`config.mk`:
```
export PLATFORM = sky130hd
export DESIGN_NAME = lcd_write_sequencer
export DESIGN_NICKNAME = d
export VERILOG_FILES = /design/src/rtl/lcd_write_sequencer.sv
export SDC_FILE = /design/constraint.sdc
export NUM_CORES = 1
export LEC_CHECK = 0
export CAP_MARGIN = 20
export CORE_ASPECT_RATIO = 0.9
export CORE_MARGIN = 3
export CORE_UTILIZATION = 25
export DETAILED_ROUTE_END_ITERATION = 16
export DONT_BUFFER_PORTS = 1
export SYNTH_ARGS = -nofsm -noshare
export SYNTH_HDL_FRONTEND = slang
export SYNTH_SLANG_ARGS = --single-unit
export TNS_END_PERCENT = 1
```
`constraint.sdc`:
```
create_clock -name iCLK -period 5.2 [get_ports iCLK]
set_input_delay 0.78 -clock iCLK [delete_from_list [all_inputs] [get_ports iCLK]]
set_output_delay 0.78 -clock iCLK [all_outputs]
set_load 0.1 [all_outputs]
```
`src/rtl/lcd_write_sequencer.sv`:
```
// HD44780-style write-only bus sequencer: one 9-bit command/data item per start/done handshake,
// with setup, enable-pulse, hold and execution-time dwell.
module lcd_write_sequencer #(
    parameter int unsigned T_SETUP     = 4,
    parameter int unsigned T_EN_HIGH   = 16,
    parameter int unsigned T_HOLD      = 4,
    parameter int unsigned T_EXEC      = 2000,
    parameter int unsigned T_EXEC_LONG = 82000
) (
    input  logic       iCLK,
    input  logic       iRST_N,
    input  logic [7:0] iDATA,
    input  logic       iRS,
    input  logic       iStart,
    output logic       oDone,
    output logic       oBusy,
    output logic [7:0] LCD_DATA,
    output logic       LCD_RW,
    output logic       LCD_EN,
    output logic       LCD_RS
);

    localparam int unsigned MaxDwell = (T_EXEC_LONG > T_EXEC) ? T_EXEC_LONG : T_EXEC;
    localparam int unsigned CntW     = ($clog2(MaxDwell) > 17) ? $clog2(MaxDwell) : 17;

    typedef enum logic [2:0] {
        StIdle,
        StSetup,
        StEnHi,
        StHold,
        StExec,
        StDone
    } state_e;

    state_e            state_q, state_d;
    logic [CntW-1:0]   cnt_q, cnt_d;
    logic              start_prev_q;
    logic              long_q, long_d;
    logic [7:0]        data_q, data_d;
    logic              rs_q, rs_d;
    logic              en_q, busy_q, done_q;
    logic              start;

    assign start = iStart & ~start_prev_q;

    always_comb begin
        state_d = state_q;
        cnt_d   = cnt_q;
        long_d  = long_q;
        data_d  = data_q;
        rs_d    = rs_q;
        case (state_q)
            StIdle: begin
                if (start) begin
                    data_d  = iDATA;
                    rs_d    = iRS;
                    // Clear Display / Return Home (0x01..0x03) need the long execution wait
                    long_d  = ~iRS & (iDATA[7:2] == 6'd0) & (iDATA[1:0] != 2'd0);
                    cnt_d   = CntW'(T_SETUP - 1);
                    state_d = StSetup;
                end
            end
            StSetup: begin
                if (cnt_q == '0) begin
                    cnt_d   = CntW'(T_EN_HIGH - 1);
                    state_d = StEnHi;
                end else begin
                    cnt_d = cnt_q - CntW'(1);
                end
            end
            StEnHi: begin
                if (cnt_q == '0) begin
                    cnt_d   = CntW'(T_HOLD - 1);
                    state_d = StHold;
                end else begin
                    cnt_d = cnt_q - CntW'(1);
                end
            end
            StHold: begin
                if (cnt_q == '0) begin
                    cnt_d   = long_q ? CntW'(T_EXEC_LONG - 1) : CntW'(T_EXEC - 1);
                    state_d = StExec;
                end else begin
                    cnt_d = cnt_q - CntW'(1);
                end
            end
            StExec: begin
                if (cnt_q == '0) begin
                    state_d = StDone;
                end else begin
                    cnt_d = cnt_q - CntW'(1);
                end
            end
            StDone: begin
                state_d = StIdle;
            end
            default: begin
                state_d = StIdle;
            end
        endcase
    end

    always_ff @(posedge iCLK or negedge iRST_N) begin
        if (!iRST_N) begin
            state_q      <= StIdle;
            cnt_q        <= '0;
            start_prev_q <= 1'b0;
            long_q       <= 1'b0;
            data_q       <= 8'h00;
            rs_q         <= 1'b0;
            en_q         <= 1'b0;
            busy_q       <= 1'b0;
            done_q       <= 1'b0;
        end else begin
            state_q      <= state_d;
            cnt_q        <= cnt_d;
            start_prev_q <= iStart;
            long_q       <= long_d;
            data_q       <= data_d;
            rs_q         <= rs_d;
            // Outputs decode the next state so they are registered yet aligned with the state
            en_q         <= (state_d == StEnHi);
            busy_q       <= (state_d != StIdle);
            done_q       <= (state_d == StDone);
        end
    end

    assign oDone    = done_q;
    assign oBusy    = busy_q;
    assign LCD_DATA = data_q;
    assign LCD_RS   = rs_q;
    assign LCD_EN   = en_q;
    assign LCD_RW   = 1'b0;

endmodule
```
==> Word level (Yosys, flattened, before mapping) <==
Index checks and enable logic that the tools add are counted.
Widths: inputs -> output; s select.
{ "totals": {"in_bits": 12, "reg_bits": 34, "out_inout_bits": 13, "elab_cells": 44} }
{ "op_classes": {"bitwise_logic": 5, "n_mux": 13, "n_reduce_logical": 8, "eq_ne": 8, "n_addsub": 1} }
{ "ops": {"columns": ["operator", "count"], "rows": [
  ["$mux 17", 6],
  ["$pmux 17 s5", 1],
  ["$logic_not 17->1", 1],
  ["$sub 17x1->17 const B", 1],
  ["$mux 3", 5],
  ["$pmux 3 s5", 1],
  ["$eq 3x2->1 const B", 3],
  ["$eq 3x3->1 const B", 2],
  ["$logic_not 6->1", 1],
  ["$reduce_bool 5->1", 1],
  ["$ne 2x2->1 const B", 2],
  ["$and 1x1->1", 3],
  ["$eq 3x1->1 const B", 1],
  ["$logic_not 3->1", 1],
  ["$reduce_and 3->1", 1],
  ["$reduce_bool 3->1", 1],
  ["$not 1->1", 2],
  ["$reduce_and 2->1", 1],
  ["$reduce_bool 2->1", 1]
]} }

==> Logic depth before layout (Yosys ltp) <==
Gate-level depths: netlist of run 1.
{ "logic_depth": {"depth_word": 5, "mapped_depth": 9, "ltp_nobuf": 7} }

==> Worst setup path after synthesis of run 1 <==
OpenSTA, ideal clock, no wires.
{ "synth_path": {"path_type": "register to register", "start": "reg cnt_q[0]", "end": "reg cnt_q[6]", "t_required_ps": 5076, "setup_time_ps": 124, "t_arrival_ps": 1799, "path_buffers": 0, "setup_slack_ps": 3277, "path_stages_with_launch": 8, "cell_sequence": "dfrtp_1 inv_1 ha_1 or3b_1 o31a_1 nor3_1 nor4_1 a211o_1"} }
{ "synth_between": {"elab_chain_len": 3, "word_cells_on_any_way": 9, "cone_classes": "1 x add/sub; 1 x eq/ne; 5 x mux; 2 x reduce/logical"} }
{ "synth_rtl": {"columns": ["element", "line", "source"], "rows": [
  ["start, declared", "36", "logic [CntW-1:0] cnt_q, cnt_d;"],
  ["start signal, assigned", "116", "cnt_q <= cnt_d;"],
  ["$sub 17x1->17 / $logic_not 17->1 (equally long branches)", null, null],
  ["$mux 17, or another cell as far along", "88", "if (cnt_q == '0) begin"],
  ["$pmux 17 s5 / $reduce_and 3->1 (equally long branches)", null, null]
]} }
Several ways; a longest one is shown, not always the timed one. The select of a mux whose other input is x is not followed.
A chain may end at the register's enable or synchronous reset.

==> Worst setup path after layout of run 1 <==
{ "layout_path": {"start": "reg cnt_q[0]", "end": "reg cnt_q[7]"} }
The elaborated chain is that of the path after synthesis.

==> results.sh, run 1 <==
export IMPL_status="complete, no violations"
export IMPL_holdBufCountCts=0
export IMPL_synth_area_per_cell_um2=9.98
export IMPL_insertedDiodeCount=0
export IMPL_ys_seq_area_share_pct=44.4
export IMPL_tightest_slew_ns=0.909
export IMPL_clock_latency_ns=0.29
export IMPL_hp_class="primary input to asynchronous set/reset pin"
export IMPL_cp_arrival_ns=2.70
export IMPL_setup_tns_ns=0
export IMPL_layout_commonest_cell="dfrtp_1"
export IMPL_crit_type="flip-flop to flip-flop"
export IMPL_synth_edf_count=0
export IMPL_relSlewSlack_pct=39.4
export IMPL_postCtsSetupBuffers=0
export IMPL_ys_async_sr_fraction_pct=100
export IMPL_syn_num_nets=206
export IMPL_cts_clk_slew_worst_paths_ns=0.08
export IMPL_first_pass_iters=4
export IMPL_portBuffers=0
export IMPL_ant_nets=0
export IMPL_start_util_pct=26.4
export IMPL_min_period_over_period_pct=48.6
export IMPL_r2r_cells=6
export IMPL_hold_viol=0
export IMPL_cts_sinks=34
export IMPL_cp_start_kind="flip-flop"
export IMPL_ys_flop_type="dfrtp_1"
export IMPL_r2r_end="cnt_q[7]"
export IMPL_syn_cell_area_mm2=0.00192
export IMPL_drt_vias_per_instance=5.18
export IMPL_crit_path_end_kind="flip-flop"
export IMPL_grt_pass1_wl_um=7480
export IMPL_tritoncts="yes"
export IMPL_r2r_start="cnt_q[0]"
export IMPL_vias=1465
export IMPL_drt_wl_total_um=4300
export IMPL_critPathMaxFanout=17
export IMPL_fin_skew_ns=0.00461
export IMPL_cts_resized_gates=0
export IMPL_drt_iter0_drc=44
export IMPL_rsz0062_at_grt="false"
export IMPL_ys_warn_count=0
export IMPL_nFillCells=766
export IMPL_p_leak_nw=0.831
export IMPL_cts_buffers=5
export IMPL_fp_coreArea_mm2=0.00726
export IMPL_hpwl_um=3050
export IMPL_grt_pass1_vias=1462
export IMPL_r2r_slack_ns=2.67
export IMPL_synth_cell_types=57
export IMPL_grt_overflow_total=0
export IMPL_htreeDepth=2
export IMPL_antenna_found_initial=0
export IMPL_num_rows=29
export IMPL_fmax_mhz=396
export IMPL_period_minus_slack_ns=2.53
export IMPL_slew_viol_final=0
export IMPL_final_core_util_pct=28.2
export IMPL_clockRootBuffer="clkbuf_8"
export IMPL_cts_buffer_depth=2
export IMPL_final_layout_size_suffix_gt1_share_pct=15.8
export IMPL_setup_violations=0
export IMPL_layout_common_cells="dfrtp_1, nand2_1, nor2_1"
export IMPL_ir_drop_uv=85.0
export IMPL_synth_ff_latch_count=34
export IMPL_die_width_um=98.3
export IMPL_maxCapViolCount=0
export IMPL_area_growth_pct=6.86
export IMPL_io_pins=25
export IMPL_grt_use_total_pct=10.9
export IMPL_pwr_density_cell_mw_per_mm2=229
export IMPL_grt_max_degree=35
export IMPL_syn_inst=192
export IMPL_wire_per_inst_um=15.2
export IMPL_place_congestion=0.838
export IMPL_dieArea_mm2=0.00875
export IMPL_nets=203
export IMPL_required_ns=5.37
export IMPL_fp_dieH_um=89.0
export IMPL_drc_errors=0
==> per-stage QoR <==
step,power (mW),hold WS (ns),cell area [µm²],setup WS (ns),cells
3_3_place_gp,0.274,0.485,1950,2.79,274
3_5_place_dp,0.274,0.485,1950,2.70,274
4_1_cts,0.474,0.165,2040,2.68,282
5_1_grt,0.487,0.153,2050,2.37,283
2_1_floorplan,0.274,0.472,1920,3.28,192
6_report,0.468,0.175,2050,2.67,283
==> power by group <==
part	internal, mW	switching [mW]
clock network	0.0940	0.105
registers	0.265	0.0000511
logic	0.000618	0.00343
total	0.359	0.109
==> worst max-delay path by stage <==
stage | start | endpoint | slack, ns | depth (start not counted)
after floorplan | cnt_q[0] | cnt_q[6] | 3.28 | 7
after global placement | cnt_q[0] | cnt_q[7] | 2.79 | 6
after detailed placement | cnt_q[0] | cnt_q[7] | 2.70 | 6
after CTS | cnt_q[0] | cnt_q[7] | 2.68 | 6
after global routing | cnt_q[0] | cnt_q[7] | 2.37 | 6
final | cnt_q[0] | cnt_q[7] | 2.67 | 6
==> kinds of logic (layout without fill, tap and decap cells) <==
kind of cell    after synthesis  count (layout)  share of synthesized area, %
xor+xnor                      3               3                          1.37
flops                        34              34                          44.4
mux                          12              12                          6.92
other cells                   1               1                         0.196
buf+inv                      15              13                          5.09
fa+ha+maj                     2               2                          1.31
compound gates               54              54                          19.3
simple gates                 71              71                          21.4
==> worst max-delay path: stages (launching register included) <==
cell	delay, ns
dfrtp_1	0.42
inv_1	0.10
ha_1	0.16
nor4b_1	0.39
and4_1	0.70
a21oi_1	0.27
a311o_1	0.37
==> routing by layer <==
layer | track usage (%) | wire length [µm] | vias up
li1 | - | - | 717
met1 | 14.6 | 2090 | 716
met2 | 16.4 | 1930 | 26
met3 | 3.28 | 225 | 6
met4 | 4.59 | 55 | 0
met5 | 0 | 0 | -
==> registers in the layout (all words and copies together), names as in the netlist <==
name	cells
long_q	1
LCD_DATA	8
cnt_q	17
LCD_RS	1
LCD_EN	1
oBusy	1
state_q	3
start_prev_q	1
oDone	1
==> layout make-up <==
type	count	area, µm²	share of cell area [%]
clock inverter	3	21.3	1.04
inverter	4	15.0	0.733
timing repair buffer	1	7.51	0.367
clock buffer	5	68.8	3.36
sequential	34	851	41.6
multi-input combinational	143	967	47.2
tap	93	116	5.68
==> synthesized netlist by cell type (4+ instances only) <==
cell type	count	area share, %
nor4_1	6	2.0
a21oi_1	11	2.9
a31oi_1	8	2.6
o211ai_1	4	1.6
dfrtp_1	34	44
o21ai_1	9	2.4
buf_6	4	2.4
nor2_1	15	2.9
mux2_2	9	5.3
nor3_1	7	1.8
nand2_1	16	3.1
(Power assumes the default switching activity.)
==> run 2: changes to the inputs <==
Clock period 5.2 ns to 2.4 ns, I/O delays scaled along.
==> run 2 against run 1 <==
Against the previous run:
- via count is 5.2% higher
- sequential cell count is the same
- critical path type unchanged
- power rose to 2.7 times the previous value
- largest cell class unchanged
- core utilization up 2.2 points
- first-iteration DRC count rose by 64%
- die area did not move
==> results.sh, run 2 (synthesis gave the netlist of run 1 again) <==
export IMPL_fp_coreArea_mm2=0.00726
export IMPL_tritoncts="yes"
export IMPL_rsz0062_at_grt="false"
export IMPL_p_leak_nw=0.924
export IMPL_cp_start_kind="flip-flop"
export IMPL_nets=215
export IMPL_clockRootBuffer="clkbuf_8"
export IMPL_fin_ws_ns=0.217
export IMPL_status="complete, no violations"
export IMPL_largest_reg_flops=17
export IMPL_r2r_slack_ns=0.22
export IMPL_drt_vias_per_instance=5.22
export IMPL_grt_max_degree=35
export IMPL_grt_overflow_total=0
export IMPL_cts_buffer_depth=2
export IMPL_pwr_share_clk_pct=52.5
export IMPL_pwr_density_cell_mw_per_mm2=571
export IMPL_fp_dieH_um=89.0
export IMPL_cts_clk_slew_worst_paths_ns=0.07
export IMPL_postCtsSetupBuffers=0
export IMPL_regMostFlops="cnt_q"
export IMPL_multiInputGateArea_um2=967
export IMPL_htreeDepth=2
export IMPL_antenna_found_initial=0
export IMPL_maxCapViolCount=0
export IMPL_hold_viol=0
export IMPL_grt_use_total_pct=11.5
export IMPL_insertedDiodeCount=0
export IMPL_io_pins=25
export IMPL_hpwl_um=3350
export IMPL_cts_buffers=5
export IMPL_grt_pass1_wl_um=7820
export IMPL_fmax_mhz=458
export IMPL_crit_chain="inv_1, ha_1, nor4b_1, and4_1, buf_4, nor3_1, nor4_1, a211o_1"
export IMPL_crit_type="flip-flop to flip-flop"
export IMPL_min_period_over_period_pct=91.0
export IMPL_critPathMaxStageDelay_ns=0.42
export IMPL_die_width_um=98.3
export IMPL_layout_common_cells="dfrtp_1, nand2_1, nor2_1"
export IMPL_clock_latency_ns=0.29
export IMPL_grt_pass1_vias=1541
export IMPL_sw_frac_of_total_pct=18.8
export IMPL_wire_per_inst_um=15.7
export IMPL_p_int_mw=1.02
export IMPL_hp_class="primary input to flip-flop"
export IMPL_crit_path_end_kind="flip-flop"
export IMPL_place_congestion=0.828
export IMPL_portBuffers=0
export IMPL_critPathBufInv=2
export IMPL_relSlewSlack_pct=38.6
export IMPL_drc_errors=0
export IMPL_required_ns=2.63
export IMPL_pwr_share_seq_pct=45.5
export IMPL_drt_wl_total_um=4630
export IMPL_final_layout_size_suffix_gt1_share_pct=20.3
export IMPL_ir_drop_uv=306
export IMPL_critPathMaxFanout=5
export IMPL_layout_commonest_cell="dfrtp_1"
export IMPL_start_util_pct=26.4
export IMPL_first_pass_iters=4
export IMPL_post_place_ws_ns=0.273
export IMPL_cp_top_family="simple AND/OR/NAND/NOR gates"
export IMPL_regArea_um2=851
export IMPL_vias=1541
export IMPL_nFillCells=749
export IMPL_comb_power_share_pct=2.0
export IMPL_p_switching_uw=237
export IMPL_ant_nets=0
export IMPL_period_minus_slack_ns=2.18
export IMPL_cts_resized_gates=0
export IMPL_num_rows=29
export IMPL_slew_viol_final=0
export IMPL_drt_iter0_drc=72
export IMPL_cp_arrival_ns=2.41
export IMPL_crit_slowest_cell="dfrtp_1"
export IMPL_area_growth_pct=15.1
export IMPL_setup_tns_ns=0
export IMPL_cts_sinks=34
export IMPL_fin_skew_ns=0.00587
export IMPL_tightest_slew_ns=0.915
export IMPL_setup_violations=0
export IMPL_dieArea_mm2=0.00875
run 2: per-stage QoR:
stage	hold WS (ns)	instances	total power [mW]	util, %	instance area (µm²)
after global routing	0.0768	295	1.30	30.4	2200
final	0.0927	295	1.26	30.4	2200
after global placement	0.0652	285	0.594	28.0	2030
after floorplan	0.0644	192	0.595	-	1920
after detailed placement	0.0652	285	0.594	28.0	2030
after CTS	0.0878	295	1.27	30.4	2200
run 2: layer usage:
metal	routed length [µm]	global-route usage [%]
met2	2080	17.7
met3	200	3.43
met4	88	5.96
met5	0	0
met1	2260	14.7
run 2: final timing paths:
| check | depth (start not counted) | end | from |
|---|---|---|---|
| worst max-delay path | 8 | cnt_q[6] | cnt_q[0] |
| worst min-delay path | 0 | start_prev_q | iStart |
| worst max register to register | 8 | cnt_q[6] | cnt_q[0] |
| worst min register to register | 1 | cnt_q[15] | cnt_q[15] |
| max in group asynchronous | 2 | cnt_q[8] | iRST_N |
| min in group asynchronous | 2 | state_q[1] | iRST_N |
run 2: area by class of cell:
class                      instances  area share, %
inverter                           4          0.681
clock buffer                       6           3.75
timing repair buffer              13           5.11
sequential                        34           38.6
tap                               93           5.28
multi-input combinational        143           43.9
clock inverter                     2           2.72
run 2: repair_timing:
item / CTS / global route
setup endpoints to repair: 0 / 0
hold buffers: 2 / 0
endpoints found under the hold margin: 34 / 0
run 2: power by group through the flow:
stage / Sequential (mW) / Clock, mW / Combinational, mW
floorplan: 0.585 / 0 / 0.00985
global placement: 0.585 / 0 / 0.00881
detailed placement: 0.585 / 0 / 0.00875
CTS: 0.573 / 0.670 / 0.0262
global route: 0.573 / 0.703 / 0.0281
finish: 0.574 / 0.661 / 0.0250
==> run 3: changes to the inputs <==
Settings changed: SKIP_CTS_REPAIR_TIMING from default to 1.
==> run 3 against run 2 <==
Against the previous run:
- die area did not move
- clock skew rose by 0.00076 ns
- register-to-register slack improved by 0.02 ns
- clock power barely moved
- combinational power barely moved
- largest cell class unchanged
- critical endpoint is now cnt_q[7]
- critical path type unchanged
==> results.sh, run 3 (synthesis gave the netlist of run 1 again) <==
export IMPL_p_switching_uw=234
export IMPL_drt_vias_per_instance=5.22
export IMPL_tightest_slew_ns=0.930
export IMPL_antenna_found_initial=0
export IMPL_holdPathStages=0
export IMPL_fin_ws_ns=0.235
export IMPL_cts_buffer_depth=2
export IMPL_place_congestion=0.828
export IMPL_hold_end="start_prev_q"
export IMPL_grt_use_total_pct=11.4
export IMPL_grt_pass1_vias=1531
export IMPL_regArea_um2=851
export IMPL_tritoncts="yes"
export IMPL_cp_top_family="simple AND/OR/NAND/NOR gates"
export IMPL_crit_slowest_cell="dfrtp_1"
export IMPL_start_util_pct=26.4
export IMPL_clock_latency_ns=0.29
export IMPL_ant_nets=0
export IMPL_final_layout_size_suffix_gt1_share_pct=20.3
export IMPL_comb_power_share_pct=2.0
export IMPL_hp_class="primary input to flip-flop"
export IMPL_cts_buffers=5
export IMPL_pwr_share_seq_pct=45.7
export IMPL_r2r_start="cnt_q[0]"
export IMPL_setup_violations=0
export IMPL_p_int_mw=1.02
export IMPL_portBuffers=0
export IMPL_cp_depth=6
export IMPL_min_period_over_period_pct=90.2
export IMPL_grt_overflow_total=0
export IMPL_final_core_util_pct=30.4
export IMPL_maxCapViolCount=0
export IMPL_crit_type="flip-flop to flip-flop"
export IMPL_wire_per_inst_um=15.6
export IMPL_setup_tns_ns=0
export IMPL_drt_iter0_drc=82
export IMPL_drt_wl_total_um=4600
export IMPL_post_place_ws_ns=0.273
export IMPL_hpwl_um=3350
export IMPL_power_total_mw=1.26
export IMPL_layout_commonest_cell="dfrtp_1"
export IMPL_pwr_density_cell_mw_per_mm2=570
export IMPL_regMostFlops="cnt_q"
export IMPL_status="complete, no violations"
export IMPL_cp_arrival_ns=2.33
export IMPL_io_pins=25
export IMPL_hold_viol=0
export IMPL_area_growth_pct=15.1
export IMPL_htreeDepth=2
export IMPL_critPathMaxStageDelay_ns=0.42
export IMPL_ir_drop_uv=305
export IMPL_sw_frac_of_total_pct=18.6
export IMPL_r2r_end="cnt_q[7]"
export IMPL_nets=215
export IMPL_relSlewSlack_pct=37.6
export IMPL_crit_chain="inv_1, ha_1, nor4b_1, and4_1, a21oi_1, a311o_1"
export IMPL_drc_errors=0
export IMPL_grt_pass1_wl_um=7760
export IMPL_r2r_slack_ns=0.23
export IMPL_fin_skew_ns=0.00663
export IMPL_fmax_mhz=462
export IMPL_p_leak_nw=0.924
export IMPL_insertedDiodeCount=0
export IMPL_clockRootBuffer="clkbuf_8"
export IMPL_cts_clk_slew_worst_paths_ns=0.07
export IMPL_first_pass_iters=4
export IMPL_rsz0062_at_grt="false"
export IMPL_fp_coreArea_mm2=0.00726
export IMPL_critPathBufInv=1
export IMPL_fp_dieH_um=89.0
export IMPL_critPathMaxFanout=5
export IMPL_nFillCells=749
export IMPL_hp_start="iStart"
export IMPL_num_rows=29
export IMPL_die_width_um=98.3
export IMPL_pwr_share_clk_pct=52.3
export IMPL_largest_reg_flops=17
export IMPL_period_minus_slack_ns=2.17
export IMPL_cts_sinks=34
export IMPL_r2r_cells=6
export IMPL_vias=1540
export IMPL_crit_path_end_kind="flip-flop"
export IMPL_grt_max_degree=35
export IMPL_layout_common_cells="dfrtp_1, nand2_1, nor2_1"
export IMPL_required_ns=2.57
export IMPL_dieArea_mm2=0.00875
export IMPL_slew_viol_final=0
export IMPL_cp_start_kind="flip-flop"
export IMPL_multiInputGateArea_um2=967
run 3: power by group through the flow:
stage / Sequential, mW / Clock [mW] / Combinational (mW)
2_1_floorplan: 0.585 / 0 / 0.00985
3_3_place_gp: 0.585 / 0 / 0.00881
3_5_place_dp: 0.585 / 0 / 0.00875
4_1_cts: 0.574 / 0.670 / 0.00877
5_1_grt: 0.573 / 0.703 / 0.0283
6_report: 0.574 / 0.658 / 0.0251
run 3: through the flow:
step                cells  cell area [µm²]  hold WS [ns]
CTS                   293             2170        -0.252
detailed placement    285             2030        0.0652
floorplan             192             1920        0.0644
global placement      285             2030        0.0652
finish                295             2200        0.0958
global route          295             2200        0.0768
run 3: layout make-up:
class	instances	share of cell area [%]
Sequential cell	34	38.6
Multi-Input combinational cell	143	43.9
Clock buffer	6	3.75
Timing Repair Buffer	13	5.11
Clock inverter	2	2.72
Tap cell	93	5.28
Inverter	4	0.681
run 3: metal layers:
metal / GRT usage [%] / up-vias / share of wire (%)
met2: 17.9 / 24 / 45
met4: 5.96 / 0 / 1.9
met3: 3.35 / 7 / 4.6
met5: 0 / - / 0
li1: - / 740 / -
met1: 14.4 / 769 / 48
run 3: how the worst max path moves through the flow:
stage	end	slack, ns	start
finish	cnt_q[7]	0.23	cnt_q[0]
global route	cnt_q[16]	0.03	cnt_q[0]
CTS	cnt_q[6]	0.25	cnt_q[0]
detailed placement	cnt_q[6]	0.27	cnt_q[0]
global placement	cnt_q[7]	0.30	cnt_q[0]
floorplan	cnt_q[6]	0.48	cnt_q[0]
